$ cat src/rtl/mips_pkg.sv
// Shared arbiter types: FSM state encoding and data-port operation codes.
// Latency: n/a (types, constants and a pure helper only).
// Backpressure: n/a.
package mips_pkg;

  typedef enum logic [1:0] {
    IDLE  = 2'b00,
    DATA  = 2'b01,
    FETCH = 2'b10
  } arbStateT;

  typedef enum logic [1:0] {
    OP_READ     = 2'b00,
    OP_WRITE_DW = 2'b01,
    OP_WRITE_B  = 2'b10,
    OP_RSVD     = 2'b11
  } dOpT;

  localparam logic [7:0] BE_ALL = 8'hFF;

  // Reserved encoding falls through to a read.
  function automatic logic isWrite(input dOpT op);
    return (op == OP_WRITE_DW) || (op == OP_WRITE_B);
  endfunction

endpackage

$ cat src/rtl/mem_lane_fmt.sv
// Byte-lane formatting between the latched request and the doubleword memory port.
// Latency: purely combinational.
// Backpressure: none; follows whatever the arbiter presents.
module mem_lane_fmt
  import mips_pkg::*;
#(
  parameter int N = 64
) (
  input  logic         isFetch,
  input  logic [1:0]   op,
  input  logic [2:0]   byteOff,
  input  logic [N-1:0] wdata,
  input  logic [N-1:0] rdata,
  output logic         we,
  output logic [7:0]   be,
  output logic [N-1:0] wdataFmt,
  output logic [31:0]  fetchWord
);

  dOpT opType;
  assign opType = dOpT'(op);

  // Fetches and reads enable every lane; a byte store hits one lane with the byte replicated everywhere.
  always_comb begin
    we       = 1'b0;
    be       = BE_ALL;
    wdataFmt = wdata;
    if (!isFetch) begin
      we = isWrite(opType);
      if (opType == OP_WRITE_B) begin
        be       = 8'h01 << byteOff;
        wdataFmt = {(N/8){wdata[7:0]}};
      end
    end
  end

  // Instructions are 32 bits; address bit 2 picks the half of the doubleword.
  assign fetchWord = byteOff[2] ? rdata[N-1 -: 32] : rdata[31:0];

endmodule

$ cat src/rtl/mem_arbiter.sv
// Arbitrates an instruction-fetch port and a data port onto one doubleword memory port.
// Latency: grant on the edge sampling the request, mem_req the next cycle, ready the cycle after mem_ack or timeout.
// Backpressure: requesters hold req until their ready pulse; memory stalls by withholding mem_ack, bounded by TMO.
module mem_arbiter
  import mips_pkg::*;
#(
  parameter int N   = 64,
  parameter int W   = 32,
  parameter int TMO = 255
) (
  input  logic         clk,
  input  logic         reset,
  input  logic         if_req,
  input  logic [W-1:0] if_addr,
  output logic [31:0]  if_rdata,
  output logic         if_ready,
  input  logic         d_req,
  input  logic [1:0]   d_op,
  input  logic [W-1:0] d_addr,
  input  logic [N-1:0] d_wdata,
  output logic [N-1:0] d_rdata,
  output logic         d_ready,
  output logic         mem_req,
  output logic         mem_we,
  output logic [W-1:0] mem_addr,
  output logic [N-1:0] mem_wdata,
  output logic [7:0]   mem_be,
  input  logic [N-1:0] mem_rdata,
  input  logic         mem_ack,
  output logic         busy,
  output logic         err
);

  localparam int          CW       = $clog2(TMO + 2);
  localparam logic [31:0] TmoLimit = 32'(TMO);

  arbStateT      stateQ, stateD;
  logic [W-1:0]  latAddr;
  logic [1:0]    latOp;
  logic [N-1:0]  latWdata;
  logic [CW-1:0] tmoCnt;
  logic          lastWasData;

  logic          inAccess, grantData, grantFetch, tmoExpire;
  logic          fmtWe;
  logic [7:0]    fmtBe;
  logic [N-1:0]  fmtWdata;
  logic [31:0]   fetchWord;

  assign inAccess   = (stateQ != IDLE);
  // Data wins a tie unless the previous access was data, so fetch cannot be starved by a streaming load/store.
  assign grantData  = (stateQ == IDLE) && d_req && !(if_req && lastWasData);
  assign grantFetch = (stateQ == IDLE) && if_req && !grantData;
  // The current cycle is the TMO-th waiting cycle and the memory still has not answered.
  assign tmoExpire  = inAccess && !mem_ack &&
                      (({{(32-CW){1'b0}}, tmoCnt} + 32'd1) >= TmoLimit);

  mem_lane_fmt #(.N(N)) u_lane_fmt (
    .isFetch  (stateQ == FETCH),
    .op       (latOp),
    .byteOff  (latAddr[2:0]),
    .wdata    (latWdata),
    .rdata    (mem_rdata),
    .we       (fmtWe),
    .be       (fmtBe),
    .wdataFmt (fmtWdata),
    .fetchWord(fetchWord)
  );

  // State register.
  always_ff @(posedge clk) begin
    if (!reset) stateQ <= IDLE;
    else        stateQ <= stateD;
  end

  // Next state: grant from IDLE, return on ack or timeout.
  always_comb begin
    stateD = stateQ;
    case (stateQ)
      IDLE: begin
        if (grantData)       stateD = DATA;
        else if (grantFetch) stateD = FETCH;
      end
      DATA, FETCH: begin
        if (mem_ack || tmoExpire) stateD = IDLE;
      end
      default: stateD = IDLE;
    endcase
  end

  // Memory port decodes straight from state and the latched request.
  always_comb begin
    mem_req   = 1'b0;
    busy      = 1'b0;
    mem_we    = 1'b0;
    mem_be    = '0;
    mem_addr  = '0;
    mem_wdata = '0;
    if (inAccess) begin
      mem_req   = 1'b1;
      busy      = 1'b1;
      mem_we    = fmtWe;
      mem_be    = fmtBe;
      mem_addr  = {latAddr[W-1:3], 3'b000};
      mem_wdata = fmtWdata;
    end
  end

  // Request latch, timeout counter, fairness flag and registered completion outputs.
  always_ff @(posedge clk) begin
    if (!reset) begin
      latAddr     <= '0;
      latOp       <= OP_READ;
      latWdata    <= '0;
      tmoCnt      <= '0;
      lastWasData <= 1'b0;
      if_rdata    <= '0;
      if_ready    <= 1'b0;
      d_rdata     <= '0;
      d_ready     <= 1'b0;
      err         <= 1'b0;
    end else begin
      if_ready <= 1'b0;
      d_ready  <= 1'b0;
      if (grantData) begin
        latAddr     <= d_addr;
        latOp       <= d_op;
        latWdata    <= d_wdata;
        tmoCnt      <= '0;
        lastWasData <= 1'b0;
      end else if (grantFetch) begin
        latAddr     <= if_addr;
        latOp       <= OP_READ;
        tmoCnt      <= '0;
        lastWasData <= 1'b0;
      end else if (inAccess) begin
        if (mem_ack) begin
          if (stateQ == DATA) begin
            d_ready     <= 1'b1;
            d_rdata     <= mem_rdata;
            lastWasData <= 1'b1;
          end else begin
            if_ready <= 1'b1;
            if_rdata <= fetchWord;
          end
        end else if (tmoExpire) begin
          // Abort: the owner still gets its completion pulse, with zeroed data.
          err <= 1'b1;
          if (stateQ == DATA) begin
            d_ready     <= 1'b1;
            d_rdata     <= '0;
            lastWasData <= 1'b1;
          end else begin
            if_ready <= 1'b1;
            if_rdata <= '0;
          end
        end else begin
          tmoCnt <= tmoCnt + 1'b1;
        end
      end
    end
  end

endmodule

$ cat config.mk
export PLATFORM = sky130hd
export DESIGN_NAME = mem_arbiter
export DESIGN_NICKNAME = d
export VERILOG_FILES = /design/src/rtl/mips_pkg.sv /design/src/rtl/mem_lane_fmt.sv /design/src/rtl/mem_arbiter.sv
export SDC_FILE = /design/constraint.sdc
export NUM_CORES = 1
export LEC_CHECK = 0
export BUFFER_PORTS_ARGS = -buffer_cell sky130_fd_sc_hd__buf_2
export CAP_MARGIN = 10
export CORE_AREA = 2 2 156 158
export DETAILED_ROUTE_END_ITERATION = 8
export DIE_AREA = 0 0 158 160
export PLACE_DENSITY = 0.76
export REMOVE_ABC_BUFFERS = 1
export SYNTH_ARGS = -nofsm -noshare
export SYNTH_HDL_FRONTEND = slang
export SYNTH_SLANG_ARGS = --single-unit
$ cat constraint.sdc
create_clock -name clk -period 6.87 [get_ports clk]
set_clock_uncertainty 0.1 [all_clocks]
set_input_delay 1.0305 -clock clk [delete_from_list [all_inputs] [get_ports clk]]
set_output_delay 1.0305 -clock clk [all_outputs]
set_load 0.005 [all_outputs]
==> flow_summary.ini <==
[clock_network]
cts.clk_slew.worst_paths_ns = 0.06
htree_levels = 1
insertion_delay_ns = 0.50
cts_setup_buffers = 0
cts_made_buffers = 23
postCtsHoldBufs = 0
ctsResizeCount = 0
cts_tree = done
cts_sinks = 209
cts-root-buf = clkbuf_16
clock_path_buffers = 3

[outcome]
status = finished, final reports clean

[worst_hold_path]
min-delay-start = latAddr[24]
hp-class = register to register
min_to = latAddr[24]
hold_depth = 2

[setup_path]
r2r-start = stateQ[0]
crit_arrival_ns = 2.74
cp_max_fo = 8
timing_worst_setup_path_type = register to output pin
required_ns = 5.74
reg2reg_depth = 6
slowest_stage = nor2b_1
timing.rr.end = latAddr[5]
cp-start-kind = register
ff2ff_setup_slack_ns = 3.38
path_cells = inv_1 > ha_1 > nor2b_1 > nand2_1 > a21oi_1 > buf_2
end_kind = output pin
crit_path_max_incr_delay_ns = 0.57

[synth]
synth_cell_types = 46
synthCells = 993
seq_area_frac_synth_pct = 47.56
synth_warnings = 0
synthTopCellsByArea = dfxtp_1, nand2_1, a21oi_1, mux2i_1, a22o_1
syn_area_per_cell_um2 = 8.859
synth_flop_cell = dfxtp_1
ys_async_sr_fraction_pct = 0
yosysMostFrequentCell = nand2_1
synth_common_cells = nand2_1, dfxtp_1, a21oi_1, mux2i_1, a22o_1
yosys.area.top_type = dfxtp_1
ys_ff_latch = 209
syn_area_um2 = 8797
synth_edf_count = 0
synth_top_area_share_pct = 47.56

[timing]
setup_tns_ns = 0
report.final.setup_viol = 0
min_period_ns = 3.869
whs_ns = 0.3430
fmax_mhz = 258.5
hold_viol = 0
worst_pin_slew_ns = 1.190
drv_slew = 0
relSlewSlack_pct = 20.67
rsz0062_at_grt = false
fin_crit_sh_pct = 56.31
setup_slack_ns = 3.001

[grt]
grt_pass1_wl_um = 42500
grt_antenna_before_repair = 4
grt.total_usage_pct = 20.86
grt_pass1_vias = 8247
grt_max_degree = 106
grt_overflow = 0

[floorplanning]
dieArea_um2 = 25280
core_um2 = 23820
row_count = 57
die_h_um = 160
initial_core_util_pct = 36.93
pin_count = 405
die_x_um = 158

[place]
place_hpwl_um = 19090
dp_worst_setup_slack_ns = 3.290
io_buffer_count = 401
place.gp.congestion = 0.8833

[detailed_routing]
wire_per_inst_um = 16.55
wl_um = 27940
drc_errors = 0
drt_iter0_markers = 621
drt_pre_antenna_iters = 6
viasPerCell = 5.068
vias = 8554
ant_nets = 0

[finish]
synthToLayoutAreaGrowth_pct = 33.62
nets = 1550
final_util_pct = 49.35
drive_above_1_share_pct = 35.05

[power]
power.density_nw_per_um2 = 278.5
leakage_nw = 5.337
finalPower_mw = 3.274
peakVddDrop_mv = 0.1968

[run]
maxCapViolations = 0
## critical path: cells and delay by family, from the launching register on
| family | cells | cell delay, ns |
|---|---|---|
| and+or+nand+nor | 2 | 0.99 |
| DFF | 1 | 0.40 |
| AOI/OAI and AO/OA | 1 | 0.31 |
| buffers and inverters | 2 | 0.29 |
| adders and majority gates | 1 | 0.24 |
## layout by cell type, fill, tap and decap left out, types with 5 or more instances in the layout
cell type and n:
dfxtp_1 208, a22o_1 64, o21ai_0 37, o2bb2ai_2 10, clkbuf_16 23, o2bb2ai_1 22, inv_1 6, nor2_1 10
nor2b_1 40, nand2_1 239, nand3_1 5, buf_4 9, bufinv_16 6, buf_2 401, ha_1 5, a21oi_1 136
mux2i_1 66
## registers in the layout, summed over array words and instances, names as in the netlist, 2 cells and up
register  count
if_rdata     32
latOp         2
latAddr      32
latWdata     64
tmoCnt        9
d_rdata      64
stateQ        2
## per-layer routing
layer	GRT usage [%]	wire (um)	vias up	share of wire (%)
li1	-	-	4151	-
met1	24.22	11010	3965	39
met2	36.34	13590	376	49
met3	5.780	2512	60	9.0
met4	7.740	823	2	2.9
met5	0	7	-	0.025
## worst max path at each step
stage | from | to | slack, ns
6_report | stateQ[0] | mem_wdata[40] | 3.00
5_1_grt | stateQ[0] | mem_wdata[59] | 2.71
4_1_cts | stateQ[0] | mem_wdata[59] | 2.81
3_5_place_dp | stateQ[0] | latAddr[6] | 3.29
3_3_place_gp | stateQ[0] | latAddr[0] | 3.40
2_1_floorplan | stateQ[0] | latAddr[0] | 1.54
## cell type report
type | instances | area [um^2]
antenna | 3 | 7.507
clock buffer | 27 | 610.6
clock inverter | 14 | 239.0
fill | 2277 | 12070
inverter | 7 | 26.28
multi-input combinational | 694 | 4207
sequential | 209 | 4185
tap | 324 | 405.4
timing repair buffer | 410 | 2074
## per-stage QoR
stage	instances	cell area, um^2
after global routing	1688	11760
after floorplan	910	8391
after global placement	1644	10900
after detailed placement	1644	10900
after CTS	1685	11750
final	1688	11760
## report_power, final
group	total, mW	switching, mW	leakage [nW]	internal [mW]
Sequential	1.36	0.0508	1.70	1.30
Clock	1.38	0.510	0.406	0.866
Combinational	0.543	0.320	3.23	0.222
## cell families (layout without fill, tap and decap cells)
kind of cell / after synthesis / in the layout / share of synthesized area (%)
flops: 209 / 209 / 47.56
buf+inv: 92 / 458 / 5.006
simple gates: 331 / 331 / 16.63
xor+xnor: 5 / 5 / 0.4978
fa+ha+maj: 6 / 6 / 0.8533
mux: 66 / 66 / 7.510
other cells: 1 / 6 / 0.04263
compound gates: 283 / 283 / 21.90
No activity file was read; power rests on OpenSTA's default activity.
